## src/rtl/pic_pkg.sv

```systemverilog
// Shared definitions for the 8259A in-service / acknowledge logic:
// OCW2 command codes, the spurious level, the FSM state type and bit helpers.
package pic_pkg;

  localparam int NUM_IRQ = 8;

  localparam logic [2:0] OCW2_CLR_ROT_AEOI = 3'b000;
  localparam logic [2:0] OCW2_NSEOI        = 3'b001;
  localparam logic [2:0] OCW2_NOP          = 3'b010;
  localparam logic [2:0] OCW2_SEOI         = 3'b011;
  localparam logic [2:0] OCW2_SET_ROT_AEOI = 3'b100;
  localparam logic [2:0] OCW2_ROT_NSEOI    = 3'b101;
  localparam logic [2:0] OCW2_SET_PRIO     = 3'b110;
  localparam logic [2:0] OCW2_ROT_SEOI     = 3'b111;

  localparam logic [2:0] SPURIOUS_LEVEL = 3'd7;

  typedef enum logic [2:0] {
    ST_IDLE,
    ST_REQ,
    ST_ACK1,
    ST_WAIT2,
    ST_ACK2
  } state_t;

  function automatic logic [7:0] onehot(input logic [2:0] lvl);
    return 8'b0000_0001 << lvl;
  endfunction

  function automatic logic [2:0] encode(input logic [7:0] vec);
    logic [2:0] r;
    r = 3'd0;
    for (int i = 0; i < NUM_IRQ; i++) begin
      if (vec[i]) r = 3'(i);
    end
    return r;
  endfunction

endpackage

```

## src/rtl/isr_priority_find.sv

```systemverilog
// Rotated highest-priority scan over the ISR: starts one above the marker bit
// (bit 0 when no marker is set) and wraps upward.
module isr_priority_find
  import pic_pkg::*;
(
  input  logic [7:0] isr,
  input  logic [7:0] marker,
  output logic       found,
  output logic [2:0] level
);

  logic [2:0] start;
  logic [2:0] idx;

  always_comb begin
    start = 3'd0;
    for (int i = 0; i < NUM_IRQ; i++) begin
      if (marker[i]) start = 3'(i + 1);
    end
    found = 1'b0;
    level = 3'd0;
    idx   = 3'd0;
    for (int i = 0; i < NUM_IRQ; i++) begin
      idx = start + 3'(i);
      if (!found && isr[idx]) begin
        found = 1'b1;
        level = idx;
      end
    end
  end

endmodule

```

## src/rtl/in_service_control.sv

```systemverilog
// 8259A in-service control: INT/INTA handshake FSM, ISR and rotation marker
// ownership, 8086 vector output and OCW2 EOI/rotate execution.
module in_service_control
  import pic_pkg::*;
#(
  parameter int INTA_SYNC_FF = 2
) (
  input  logic       clk,
  input  logic       rst_n,
  input  logic [7:0] interrupt,
  input  logic       inta_n,
  input  logic       aeoi_mode,
  input  logic [4:0] vector_base,
  input  logic       ocw2_valid,
  input  logic [2:0] ocw2_cmd,
  input  logic [2:0] ocw2_level,
  output logic       int_o,
  output logic [7:0] clear_irr,
  output logic [7:0] in_service_register,
  output logic [7:0] highest_level_in_service,
  output logic [7:0] data_o,
  output logic       data_oe
);

  state_t                  state;
  logic [INTA_SYNC_FF-1:0] inta_sync;
  logic                    inta_d;
  logic                    fall_e;
  logic                    rise_e;
  logic [2:0]              lvl;
  logic                    spurious;
  logic                    seen_rise;
  logic                    rot_aeoi;
  logic                    ocw2_q_valid;
  logic [2:0]              ocw2_q_cmd;
  logic [2:0]              ocw2_q_level;
  logic                    ns_found;
  logic [2:0]              ns_level;
  logic [7:0]              isr_set;
  logic [7:0]              isr_clr;
  logic [7:0]              isr_next;
  logic [7:0]              marker_next;
  logic                    rot_next;

  assign fall_e = inta_d & ~inta_sync[INTA_SYNC_FF-1];
  assign rise_e = ~inta_d & inta_sync[INTA_SYNC_FF-1];

  isr_priority_find u_find (
    .isr    (in_service_register),
    .marker (highest_level_in_service),
    .found  (ns_found),
    .level  (ns_level)
  );

  // Set from ACK1 is applied after all clears so it wins a same-cycle EOI.
  always_comb begin
    isr_set     = 8'h00;
    isr_clr     = 8'h00;
    marker_next = highest_level_in_service;
    rot_next    = rot_aeoi;
    if (state == ST_ACK1 && !spurious) isr_set = onehot(lvl);
    if (state == ST_ACK2 && rise_e && aeoi_mode && !spurious) begin
      isr_clr = onehot(lvl);
      if (rot_aeoi) marker_next = onehot(lvl);
    end
    if (ocw2_q_valid) begin
      case (ocw2_q_cmd)
        OCW2_NSEOI: begin
          if (ns_found) isr_clr = isr_clr | onehot(ns_level);
        end
        OCW2_SEOI: isr_clr = isr_clr | onehot(ocw2_q_level);
        OCW2_ROT_NSEOI: begin
          if (ns_found) begin
            isr_clr     = isr_clr | onehot(ns_level);
            marker_next = onehot(ns_level);
          end
        end
        OCW2_ROT_SEOI: begin
          isr_clr     = isr_clr | onehot(ocw2_q_level);
          marker_next = onehot(ocw2_q_level);
        end
        OCW2_SET_PRIO:     marker_next = onehot(ocw2_q_level);
        OCW2_SET_ROT_AEOI: rot_next = 1'b1;
        OCW2_CLR_ROT_AEOI: rot_next = 1'b0;
        default: ;
      endcase
    end
    isr_next = (in_service_register & ~isr_clr) | isr_set;
  end

  always_ff @(posedge clk or negedge rst_n) begin
    if (!rst_n) begin
      state                    <= ST_IDLE;
      inta_sync                <= '1;
      inta_d                   <= 1'b1;
      lvl                      <= 3'd0;
      spurious                 <= 1'b0;
      seen_rise                <= 1'b0;
      rot_aeoi                 <= 1'b0;
      ocw2_q_valid             <= 1'b0;
      ocw2_q_cmd               <= 3'd0;
      ocw2_q_level             <= 3'd0;
      int_o                    <= 1'b0;
      clear_irr                <= 8'h00;
      in_service_register      <= 8'h00;
      highest_level_in_service <= 8'h00;
      data_o                   <= 8'h00;
      data_oe                  <= 1'b0;
    end else begin
      inta_sync                <= {inta_sync[INTA_SYNC_FF-2:0], inta_n};
      inta_d                   <= inta_sync[INTA_SYNC_FF-1];
      ocw2_q_valid             <= ocw2_valid;
      ocw2_q_cmd               <= ocw2_cmd;
      ocw2_q_level             <= ocw2_level;
      in_service_register      <= isr_next;
      highest_level_in_service <= marker_next;
      rot_aeoi                 <= rot_next;
      clear_irr                <= 8'h00;
      case (state)
        ST_IDLE: begin
          if (interrupt != 8'h00 && in_service_register == 8'h00) begin
            state <= ST_REQ;
            int_o <= 1'b1;
          end
        end
        ST_REQ: begin
          if (fall_e) begin
            state     <= ST_ACK1;
            int_o     <= 1'b0;
            seen_rise <= 1'b0;
            if (interrupt != 8'h00) begin
              lvl       <= encode(interrupt);
              spurious  <= 1'b0;
              clear_irr <= onehot(encode(interrupt));
            end else begin
              lvl      <= SPURIOUS_LEVEL;
              spurious <= 1'b1;
            end
          end
        end
        ST_ACK1: begin
          state <= ST_WAIT2;
          if (rise_e) seen_rise <= 1'b1;
        end
        ST_WAIT2: begin
          if (rise_e) seen_rise <= 1'b1;
          if (fall_e && seen_rise) begin
            state   <= ST_ACK2;
            data_oe <= 1'b1;
            data_o  <= {vector_base, lvl};
          end
        end
        ST_ACK2: begin
          if (rise_e) begin
            state   <= ST_IDLE;
            data_oe <= 1'b0;
            data_o  <= 8'h00;
          end
        end
        default: state <= ST_IDLE;
      endcase
    end
  end

endmodule
```

## config.mk

```make
export PLATFORM = sky130hd
export DESIGN_NAME = in_service_control
export DESIGN_NICKNAME = d
export VERILOG_FILES = /design/src/rtl/pic_pkg.sv /design/src/rtl/isr_priority_find.sv /design/src/rtl/in_service_control.sv
export SDC_FILE = /design/constraint.sdc
export NUM_CORES = 1
export LEC_CHECK = 0
export ABC_AREA = 1
export BUFFER_PORTS_ARGS = -buffer_cell sky130_fd_sc_hd__buf_2
export CAP_MARGIN = 10
export CORE_ASPECT_RATIO = 0.8
export CORE_MARGIN = 2
export CORE_UTILIZATION = 40
export CTS_CLUSTER_SIZE = 16
export DETAILED_ROUTE_END_ITERATION = 10
export GPL_ROUTABILITY_DRIVEN = 0
export GPL_TIMING_DRIVEN = 0
export PLACE_DENSITY = 0.6
export SYNTH_ARGS = -nofsm -noshare
export SYNTH_HDL_FRONTEND = slang
export SYNTH_SLANG_ARGS = --single-unit
export TNS_END_PERCENT = 1
```

## constraint.sdc

```tcl
create_clock -name clk -period 7.4 [get_ports clk]
set_clock_uncertainty 0.05 [all_clocks]
set_input_delay 1.48 -clock clk [delete_from_list [all_inputs] [get_ports clk]]
set_output_delay 1.48 -clock clk [all_outputs]
set_load 0.03 [all_outputs]
```

* After elaboration in Yosys (flattened, before gate mapping)
Index checks and enable logic that the tools add are counted.
** Storage, ports and cells
- Input port bits :: 24
- Logic and storage cells :: 180
- Register bits after elaboration :: 53
- Output and inout bits :: 34
** Cells by class
- Mux-type cells :: 82
- Eq/ne operators :: 15
- Bitwise operators :: 9
- $lt $le $gt $ge :: 8
- Shift operators :: 4
- Reduce and logical (&&, ||, !) cells :: 39
- $add $sub $neg :: 7
** Operator list (number)
- 8-bit two-way mux :: 13
- 3-bit two-way mux :: 29
- 8-bit one-hot mux with 2 select lines :: 3
- 3-bit by 4-bit less-than comparator with 1-bit output, second input constant :: 8
- 1-bit by 3-bit left shift with 8-bit output, first input constant :: 4
- 1-bit binary-select mux with 3-bit select :: 8
- 1-bit two-way mux :: 24
- 8-bit OR :: 3
- 3-bit == test, second input constant :: 5
- 3-bit one-hot mux with 5 select lines :: 1
- 1-bit logical AND :: 13
- 3-bit adder, second input constant :: 4
- 3-bit by 2-bit == test with 1-bit output, second input constant :: 3
- 3-bit AND reduction :: 3
- 8-bit AND :: 1
- 1-bit logical NOT :: 8
- 8-bit logical NOT :: 1
- 2-bit inequality test, second input constant :: 4
- 8-bit inverter :: 1
- 1-bit one-hot mux with 2 select lines :: 4
- 2-bit nonzero test :: 4
- 8-bit nonzero test :: 1
- 2-bit OR reduction :: 4
- 3-bit by 2-bit adder with 3-bit output, second input constant :: 2
- other kinds (8) :: 13

* Logic depth before layout (Yosys ltp)
Gate-level depths: netlist of run 1.
- Depth after elaboration :: 40
- Depth in mapped cells :: 32
- Depth with buffers taken out :: 31

* Hierarchy
From an unflattened synthesis of run 1, not the netlist that was laid out.
** Unflattened totals
- Cell total of the unflattened synthesis :: 592
- Area total of the unflattened synthesis :: 3966.3 µm²
** Modules (own cells, without submodules)
- in_service_control :: seq. area each 1330.0 µm², times used 1, cells each 424, area each 3017.9 µm²
- isr_priority_find :: seq. area each 0.0 µm², times used 1, cells each 168, area each 948.4 µm²

* Least setup slack after synthesis of run 1
No wires, ideal clock.
- Path type :: reg2reg
- Start :: register highest_level_in_service[1]
- End :: register in_service_register[1]
- Library setup time :: 0.116 ns
- Data required time :: 7.234 ns
- Slack :: 4.137 ns
- Arrival time :: 3.097 ns
- Clock period less this slack :: 3.263 ns
- Stages on the path, launching flop included :: 29
- Cell sequence :: dfrtp_1 -> inv_1 -> nand2_1 -> nand2_1 -> nand2_1 -> nand2_1 -> nand2_2 -> nand2_4 -> nand2_4 -> buf_6 -> inv_1 -> ha_1 -> inv_1 -> nand3_1 -> nand2_1 -> o21ai_2 -> nor2_8 -> nand3_1 -> nor2_1 -> nor3_1 -> nand3_2 -> nor2_1 -> nand2_1 -> nand2_1 -> nand2_1 -> nand2_1 -> nand2_1 -> nand2_1 -> nand2_1
** On the way
- Longest elaborated chain between the ends :: 39
** RTL lines
- start: declaration :: RTL line in_service_control.sv:20 : output logic [7:0] highest_level_in_service,
- start signal: assignment :: RTL line in_service_control.sv:116 : highest_level_in_service <= marker_next;
- 3-bit two-way mux * (7 in a row) :: RTL line isr_priority_find.sv:18 : if (marker[i]) start = 3'(i + 1);
- parallel branches: the longest is 26 deep, another holds 3-bit by 1-bit adder with 3-bit output
- 8-bit two-way mux * :: RTL line in_service_control.sv:69, in_service_control.sv:73
- 8-bit one-hot mux with 2 select lines * :: RTL line in_service_control.sv:67 : case (ocw2_q_cmd)
- 8-bit two-way mux * :: RTL line in_service_control.sv:66 : if (ocw2_q_valid) begin
- 8-bit inverter * :: RTL line in_service_control.sv:88 : isr_next = (in_service_register & ~isr_clr) | isr_set;
- 8-bit AND * :: RTL line in_service_control.sv:88
- 8-bit OR * :: RTL line in_service_control.sv:88
- net isr_next[1] :: RTL line in_service_control.sv:41 : logic [7:0] isr_next;
- end signal: assignment :: RTL line in_service_control.sv:115 : in_service_register <= isr_next;
- end: declaration :: RTL line in_service_control.sv:19 : output logic [7:0] in_service_register,
Mark *: on every way through the listed nets, which the timed path passes. The select of a mux whose other input is x is not followed.
A chain may end at the register's enable or synchronous reset.

* Worst setup path after layout of run 1
- Start :: register highest_level_in_service[1]
- End :: register highest_level_in_service[4]
** On the way
- Longest elaborated chain between the ends :: 35
** RTL lines
- 3-bit two-way mux * (7 in a row) :: RTL line isr_priority_find.sv:18
- parallel branches: the longest is 25 deep, another holds 3-bit by 1-bit adder with 3-bit output
- 8-bit two-way mux * :: RTL line in_service_control.sv:73 : if (ns_found) begin
- 8-bit one-hot mux with 2 select lines * :: RTL line in_service_control.sv:67
- 8-bit two-way mux * :: RTL line in_service_control.sv:66
- net marker_next[4] :: RTL line in_service_control.sv:42 : logic [7:0] marker_next;
Marked as above.

==> results of run 1 <==
[final timing paths]
check | slack (ns) | end | startpoint
setup / recovery | 3.59 | highest_level_in_service[4] | highest_level_in_service[1]
hold / removal | 0.31 | inta_sync[1] | inta_sync[0]
setup reg to reg | 3.59 | highest_level_in_service[4] | highest_level_in_service[1]
hold reg to reg | 0.31 | inta_sync[1] | inta_sync[0]
max in group asynchronous | 5.79 | highest_level_in_service[1] | rst_n
min in group asynchronous | 1.01 | data_o[5] | rst_n
[routing by layer]
| layer | vias up | share of wire (%) | wire (µm) |
|---|---|---|---|
| met5 | - | 0 | 0 |
| met2 | 115 | 45 | 4538 |
| met3 | 19 | 4.7 | 479 |
| met1 | 1780 | 49 | 4968 |
| met4 | 0 | 1.5 | 147 |
| li1 | 1947 | - | - |
[cell type report]
class                           instances  area, µm²
Fill cell                             940       4706
Multi-Input combinational cell        416       1977
Sequential cell                        53       1330
Inverter                               96      365.4
Timing Repair Buffer                   58      305.3
Tap cell                              115      143.9
Clock buffer                            5      125.1
Clock inverter                          3      48.80
Buffer                                  5      36.28
[sequential cells by signal (all words and copies together), names as in the netlist]
register and flops:
seen_rise 1, highest_level_in_service 8, inta_d 1, ocw2_q_valid 1, data_o 8, inta_sync 2, state 3, spurious 1
rot_aeoi 1, clear_irr 8, int_o 1, lvl 3, in_service_register 8, data_oe 1, ocw2_q_level 3, ocw2_q_cmd 3
[cells in the final DEF (no fill, tap or decap), types with 2 or more instances in the layout]
master       n
nand3b_1     3
inv_2        5
nand4_1      9
o22ai_1      5
o21ai_0     37
nor3_1      27
nand2_2      7
dfstp_2      3
ha_1         2
inv_1       90
dfrtp_1     50
o21bai_1     2
a21oi_1     13
nand2_1    190
nand3_1     54
buf_2       59
nor2_2       4
o21ai_2      4
nand3_2      2
clkbuf_16    5
buf_6        2
nor2_1      38
o211ai_1     2
nand2_4      3
o21ai_1      3
[through the flow]
| stage | util (%) | std cells | instance area [µm²] | hold slack [ns] |
|---|---|---|---|---|
| 3_3_place_gp | 45.78 | 742 | 4138 | 0.2963 |
| 2_1_floorplan | - | 570 | 3709 | 0.2952 |
| 6_report | 47.93 | 751 | 4332 | 0.3088 |
| 5_1_grt | 47.93 | 751 | 4332 | 0.3160 |
| 4_1_cts | 47.71 | 750 | 4312 | 0.3112 |
| 3_5_place_dp | 45.78 | 742 | 4138 | 0.3000 |
[worst max-delay path: cells and delay by family, from the launching register on]
family | cells | cell delay (ns)
buffers and inverters | 4 | 0.50
flip-flops | 1 | 0.42
AO/OA/AOI/OAI | 1 | 0.14
XOR/XNOR | 1 | 0.39
adder cells (fa/ha/maj) | 1 | 0.21
AND/OR/NAND/NOR | 21 | 2.03
[cells by family after synthesis]
family / share of synthesized area (%)
and+or+nand+nor: 41.19
buffers and inverters: 10.83
AOI/OAI and AO/OA: 10.69
DFF: 35.86
xor gates and xnor gates: 0.4724
adders and majority gates: 0.6747
muxes: 0.2699
==> impl_metrics.yaml, run 1 <==
run_status:
  outcome: "completed"
sta:
  setup_viol: 0
  grt_setup_unrepaired: "false"
  fin_tns_setup_ns: 0
  worst_pin_slew_ns: 0.9089
  finalMaxSlewViolations: 0
  hold_viol: 0
  max-slew-margin-rel_pct: 38.94
  period_share_pct: 51.48
  finalCriticalPeriod_ns: 3.809
  setup_ws_ns: 3.591
  max_freq_mhz: 262.5
synth:
  netlist_instances: 570
  synth_top_area_share_pct: 33.74
  ys_seq_area_share_pct: 35.86
  yosysMostFrequentCell: "nand2_1"
  yosys.area.top_type: "dfrtp_1"
  synth_area_per_cell_um2: 6.506
  synthArstFlopShare_pct: 100.0
  yosysUniqueCellTypes: 37
  synth_warnings: 0
  synth_seq_cells: 53
  synth_edf_count: 0
  synthFlopType: "dfrtp_1"
  synth_common_cells: "190 x nand2_1, 90 x inv_1, 54 x nand3_1"
  synth_nets: 596
  synth_area_um2: 3709
  ys_top_cells_by_area: "dfrtp_1 34%, nand2_1 19%, inv_1 9.1%"
finish:
  drive_above_1_share_pct: 16.35
  num_antenna_cells: 0
  num-nets-final: 661
  area_growth_syn_to_layout_pct: 16.80
clocking:
  cts_buffers: 5
  clock_latency_ns: 0.29
  root_buffer: "clkbuf_16"
  path_clk_slew_ns: 0.07
  cts_setup_buffers: 0
  clockBufferDepth: 2
  hold_buffers: 0
  cts_num_sinks: 53
  h-tree-depth: 2
  cts_tree: "yes"
  cts_resized: 0
worst_setup_path:
  cp_slowest_cell: "dfrtp_1"
  rr_worst_depth: 28
  crit_top_cell: "nand2_1"
  required_ns: 7.58
  path_max_fanout: 10
  critical_path_class: "flop to flop"
  critPathMaxStageDelay_ns: 0.42
  end_kind: "flop"
  arrival_ns: 3.99
  cp-start-kind: "flop"
global_routing:
  antenna_found_initial: 0
  track_usage_pct: 20.27
  grt_overflow_total: 0
  busiest_layer: "met2"
  grt_pass1_wl_mm: 16.77
  met3_usage_pct: 2.900
  met1_usage_pct: 28.64
  gr-usage-met2_pct: 32.88
  first_global_vias: 3598
  grt_max_degree: 54
placement:
  io_buffers: 57
  preCtsSetupSlack_ns: 3.646
  dp_hpwl_mm: 8.005
floorplanning:
  ios: 58
  die_w_um: 111.7
  rows: 31
  die_area_um2: 10060
  core-area_um2: 9037
  start_util_pct: 41.04
  die_h_um: 90.12
drt:
  drc: 0
  wirelength_mm: 10.13
  vias: 3861
  wl_per_cell_um: 13.49
  drt_pass1_iterations: 5
  antenna_left: 0
  drtIter0Drc: 327
  viasPerCell: 5.141
worst_hold_path:
  hp-class: "flop to flop"
  hold_path_depth: 0
run:
  drv_cap: 0
Power of run 1 is not shown: default switching activity piles up to over one toggle a cycle in this logic, so the estimate is an artifact.
==> run 2, diff against run 1 <==
--- a/config.mk
+++ b/config.mk
@@ -5,7 +5,7 @@
 export SDC_FILE = /design/constraint.sdc
 export NUM_CORES = 1
 export LEC_CHECK = 0
-export ABC_AREA = 1
+export ABC_AREA = 0
 export BUFFER_PORTS_ARGS = -buffer_cell sky130_fd_sc_hd__buf_2
 export CAP_MARGIN = 10
 export CORE_ASPECT_RATIO = 0.8
@@ -15,7 +15,7 @@
 export DETAILED_ROUTE_END_ITERATION = 10
 export GPL_ROUTABILITY_DRIVEN = 0
 export GPL_TIMING_DRIVEN = 0
-export PLACE_DENSITY = 0.6
+export PLACE_DENSITY = 0.62
 export SYNTH_ARGS = -nofsm -noshare
 export SYNTH_HDL_FRONTEND = slang
 export SYNTH_SLANG_ARGS = --single-unit
==> constraint.sdc (replaced) <==
create_clock -name clk -period 3.3 [get_ports clk]
set_clock_uncertainty 0.05 [all_clocks]
set_input_delay 0.66 -clock clk [delete_from_list [all_inputs] [get_ports clk]]
set_output_delay 0.66 -clock clk [all_outputs]
set_load 0.03 [all_outputs]
==> run 2 against run 1 <==
Against the previous run: the flow now finishes with violations (negative setup slack); first-iteration DRC count is 32% higher; flip-flop and latch count stayed put; maximum frequency is essentially flat; utilization grew 4.9 points; hold slack got worse by 0.075 ns; via count up 2.9%; non-clock buffer count rose by 36; global-route usage rose by 2.8 points; sequential share of layout area is 2.9 points lower; setup slack worse by 4.1 ns; critical path depth fell by 14; die area rose by 1.7%.
==> impl_metrics.yaml, run 2 <==
placement:
  dp_hpwl_mm: 8.578
  io_buffers: 57
worst_setup_path:
  arrival_ns: 3.94
  end_kind: "flop"
  cp-start-kind: "flop"
  path_max_fanout: 6
  required_ns: 3.43
  timing.rr.start: "highest_level_in_service[0]"
  rr_worst_depth: 14
  r2r_slack_ns: -0.51
  reg2reg_to: "in_service_register[2]"
  critical_path_class: "flop to flop"
clocking:
  cts_tree: "yes"
  h-tree-depth: 2
  clock_latency_ns: 0.30
  clockBufferDepth: 2
  root_buffer: "clkbuf_16"
  cts_buffers: 5
  hold_buffers: 0
  cts_num_sinks: 53
  path_clk_slew_ns: 0.07
drt:
  drc: 0
  met2_length_mm: 5.050
  top_layer: "met4"
  vias: 3973
  drt_pass1_iterations: 5
  drtIter0Drc: 433
  antenna_left: 0
  wirelength_mm: 11.83
  viasPerCell: 6.247
  wl_per_cell_um: 18.61
  wl_met3_mm: 1.140
  drt-met1-wl_mm: 5.563
sta:
  setup_viol: 16
  period_share_pct: 115.5
  fin_hold_ws_ns: 0.2336
  worst_pin_slew_ns: 0.6137
  finalMaxSlewViolations: 0
  grt_setup_unrepaired: "true"
  max-slew-margin-rel_pct: 58.77
  hold_viol: 0
  setup_ws_ns: -0.5103
  finalCriticalPeriod_ns: 3.810
  max_freq_mhz: 262.4
synth:
  synth_top_area_share_pct: 33.16
  synth_area_um2: 3774
  ys_seq_area_share_pct: 35.25
  synthFlopType: "dfrtp_1"
  synth_edf_count: 0
  yosysUniqueCellTypes: 73
  synth_warnings: 0
  synth_nets: 459
  yosysMostFrequentCell: "dfrtp_1"
  yosys.area.top_type: "dfrtp_1"
  synthArstFlopShare_pct: 100.0
  synth_common_cells: "50 x dfrtp_1, 49 x nand2_1, 40 x nor2_1"
  ys_top_cells_by_area: "dfrtp_1 33%, nand2_1 4.9%, a21oi_1 4.8%"
  netlist_instances: 433
  synth_area_per_cell_um2: 8.715
  synth_seq_cells: 53
run_status:
  outcome: "finished, violations left"
  violations: "negative setup slack"
finish:
  num_antenna_cells: 0
  drive_above_1_share_pct: 31.29
  final_cell_mix: "57 x buf_2, 49 x nand2_1, 42 x dfrtp_1"
  area_growth_syn_to_layout_pct: 27.62
  num-nets-final: 546
  final_common_cell: "buf_2"
floorplanning:
  die_area_um2: 10230
  start_util_pct: 41.40
  ios: 58
  core-area_um2: 9115
  die_h_um: 90.88
  die_w_um: 112.6
  rows: 31
global_routing:
  grt_pass1_wl_mm: 19.06
  antenna_found_initial: 0
  first_global_vias: 3607
  grt_overflow_total: 0
  track_usage_pct: 23.08
  grt_max_degree: 54
worst_hold_path:
  hp-class: "primary input to asynchronous set/reset pin"
run:
  drv_cap: 0
-- run 2: what timing repair did --
action                                  in CTS  in global routing
resized for setup                           26                 16
endpoints found under the setup margin      16                 16
gates cloned                                 0                  0
pin swaps                                   16                  8
buffers inserted                            18                  5
-- run 2: cell families after synthesis --
| family | synth area share [%] |
|---|---|
| XOR/XNOR | 1.128 |
| multiplexers | 8.720 |
| buffers and inverters | 3.813 |
| AND/OR/NAND/NOR | 22.61 |
| AO/OA/AOI/OAI | 27.82 |
| flip-flops | 35.25 |
| adder cells (fa/ha/maj) | 0.6630 |
-- run 2: worst max-delay path by stage --
| stage | startpoint | end | slack [ns] | depth (start not counted) |
|---|---|---|---|---|
| floorplan | highest_level_in_service[0] | in_service_register[2] | -0.49 | 14 |
| global placement | highest_level_in_service[2] | highest_level_in_service[5] | -1.20 | 15 |
| detailed placement | highest_level_in_service[2] | highest_level_in_service[5] | -1.18 | 15 |
| CTS | highest_level_in_service[0] | in_service_register[2] | -0.53 | 14 |
| global route | highest_level_in_service[0] | in_service_register[7] | -0.64 | 15 |
| finish | highest_level_in_service[0] | in_service_register[2] | -0.51 | 14 |
-- run 2: layout make-up --
| type | count | area, µm² |
|---|---|---|
| clock inverter | 3 | 22.52 |
| inverter | 13 | 57.56 |
| tap | 115 | 143.9 |
| multi-input combinational | 348 | 2534 |
| clock buffer | 5 | 125.1 |
| timing repair buffer | 81 | 481.7 |
| fill | 861 | 4299 |
| sequential | 53 | 1340 |
| buffer | 18 | 111.4 |
-- run 2: routing by layer --
metal	up-vias	track usage (%)
met5	-	0
met4	0	3.455
met3	12	5.101
met2	213	32.98
met1	1928	36.15
li1	1820	-
-- run 2: critical path, cell delays in order (launching register included) --
cell and delay (ns):
dfrtp_2 0.41, nor2b_4 0.13, o21a_4 0.23, or2_1 0.22
buf_6 0.14, buf_8 0.12, ha_4 0.17, xnor2_4 0.20
mux4_2 0.65, o31ai_4 0.11, o22ai_2 0.12, a221oi_4 0.38
o21ai_4 0.11, or3_4 0.36, a221o_1 0.30
-- run 2: through the flow --
step | setup slack (ns) | util (%) | std cells | setup TNS (ns) | instance area (µm²)
after global placement | -1.196 | 46.95 | 605 | -16.06 | 4279
final | -0.5103 | 52.83 | 636 | -6.748 | 4816
after detailed placement | -1.184 | 46.95 | 605 | -16.17 | 4279
after CTS | -0.5322 | 51.38 | 630 | -6.835 | 4683
after global routing | -0.6362 | 52.83 | 636 | -8.894 | 4816
after floorplan | -0.4909 | - | 433 | -4.452 | 3850
Power of run 2 is left out for the same reason.
==> run 3, diff against run 2 <==
--- a/config.mk
+++ b/config.mk
@@ -15,7 +15,7 @@
 export DETAILED_ROUTE_END_ITERATION = 10
 export GPL_ROUTABILITY_DRIVEN = 0
 export GPL_TIMING_DRIVEN = 0
-export PLACE_DENSITY = 0.62
+export PLACE_DENSITY = 0.6
 export SYNTH_ARGS = -nofsm -noshare
 export SYNTH_HDL_FRONTEND = slang
 export SYNTH_SLANG_ARGS = --single-unit
==> constraint.sdc (replaced) <==
create_clock -name clk -period 4.25 [get_ports clk]
set_clock_uncertainty 0.05 [all_clocks]
set_input_delay 0.85 -clock clk [delete_from_list [all_inputs] [get_ports clk]]
set_output_delay 0.85 -clock clk [all_outputs]
set_load 0.03 [all_outputs]
==> run 3 against run 2 <==
Against the previous run: the flow now finishes without violations; via count shrank 3.3%; flip-flop and latch count did not move; sequential share of layout area increased by 0.93 points; setup slack gained 0.68 ns; non-clock buffer count shrank 9; wire length shrank 2.5%; utilization down 1.9 points; hold slack gained 0.076 ns; critical path type unchanged; critical endpoint unchanged.
==> impl_metrics.yaml, run 3 (synthesized netlist as in run 2, its figures left out) <==
floorplanning:
  die_w_um: 112.6
  die_area_um2: 10230
  core-area_um2: 9115
  die_h_um: 90.88
  start_util_pct: 41.40
  ios: 58
  rows: 31
global_routing:
  grt_max_degree: 54
  grt_overflow_total: 0
  first_global_vias: 3489
  antenna_found_initial: 0
  grt_pass1_wl_mm: 18.64
  track_usage_pct: 22.57
sta:
  hold_viol: 0
  finalCriticalPeriod_ns: 4.082
  max-slew-margin-rel_pct: 53.27
  finalMaxSlewViolations: 0
  period_share_pct: 96.04
  fin_tns_setup_ns: 0
  fin_hold_ws_ns: 0.3099
  max_freq_mhz: 245.0
  setup_viol: 0
  worst_pin_slew_ns: 0.6956
finish:
  num-nets-final: 537
  final_cell_mix: "58 x buf_2, 49 x nand2_1, 46 x dfrtp_1"
  final_common_cell: "buf_2"
  area_growth_syn_to_layout_pct: 23.04
  num_antenna_cells: 0
  drive_above_1_share_pct: 25.20
  instances_no_fill: 627
worst_setup_path:
  path_max_fanout: 10
  crit_start: "highest_level_in_service[4]"
  critical_path_class: "flop to flop"
  r2r_slack_ns: 0.17
  rr_worst_depth: 12
  end_kind: "flop"
  cp-start-kind: "flop"
  reg2reg_to: "in_service_register[2]"
  timing.rr.start: "highest_level_in_service[4]"
  required_ns: 4.37
  arrival_ns: 4.21
  crit_end: "in_service_register[2]"
clocking:
  cts_buffers: 5
  root_buffer: "clkbuf_16"
  clock_latency_ns: 0.29
  cts_num_sinks: 53
  h-tree-depth: 2
  cts_tree: "yes"
  path_clk_slew_ns: 0.07
  hold_buffers: 0
  clockBufferDepth: 2
drt:
  drtIter0Drc: 308
  antenna_left: 0
  drc: 0
  wirelength_mm: 11.54
  viasPerCell: 6.126
  wl_per_cell_um: 18.41
  drt_pass1_iterations: 5
  vias: 3841
placement:
  dp.cells: 605
  io_buffers: 57
  dp_hpwl_mm: 8.456
run_status:
  outcome: "completed"
worst_hold_path:
  hold_path_depth: 0
  hp-class: "flop to flop"
run:
  drv_cap: 0
==> run 3: layer usage <==
layer  GRT usage, %  vias to the layer above  wire length [µm]
li1               -                     1801                 -
met1          35.14                     1850              5440
met2          31.94                      177              4902
met3          5.638                       13              1111
met4          3.455                        0                89
met5              0                        -                 0
==> run 3: how the worst min path moves through the flow <==
stage	end	slack [ns]	start
after floorplan	inta_sync[1]	0.30	inta_sync[0]
after global placement	inta_sync[1]	0.30	inta_sync[0]
after detailed placement	inta_sync[1]	0.30	inta_sync[0]
after CTS	inta_sync[1]	0.31	inta_sync[0]
after global routing	inta_sync[1]	0.32	inta_sync[0]
final	inta_sync[1]	0.31	inta_sync[0]
==> run 3: cell type report <==
type / count / area (µm²)
clock inverters: 3 / 68.82
flip-flops and latches: 53 / 1335
well taps: 115 / 143.9
clock buffers: 5 / 125.1
multi-input cells: 348 / 2410
repair buffers: 72 / 410.4
inverters: 13 / 57.56
fillers: 865 / 4472
plain buffers: 18 / 92.59
==> run 3: per-stage QoR <==
step | cell area (µm²) | utilization, % | setup WS [ns]
global route | 4643 | 50.94 | -0.02229
global placement | 4203 | 46.11 | -0.5812
CTS | 4458 | 48.91 | 0.01195
floorplan | 3774 | - | 0.1110
finish | 4643 | 50.94 | 0.1683
detailed placement | 4203 | 46.11 | -0.5419
==> run 3: timing repair <==
item	in CTS	in global routing
setup buffers	1	13
setup endpoints to repair	16	16
pin swaps	2	6
resized for setup	10	18
==> run 3: critical path, cell delays in order, from the launching register on <==
cell and delay (ns):
dfrtp_2 0.47, nor2_1 0.19, o21ai_0 0.12, a21o_1 0.26, clkbuf_2 0.22, ha_1 0.30
xnor2_2 0.27, mux4_2 0.65, and3_1 0.24, a221oi_4 0.36, o21ai_4 0.13, or3_4 0.36
a221o_1 0.34
Power of run 3 is left out for the same reason.
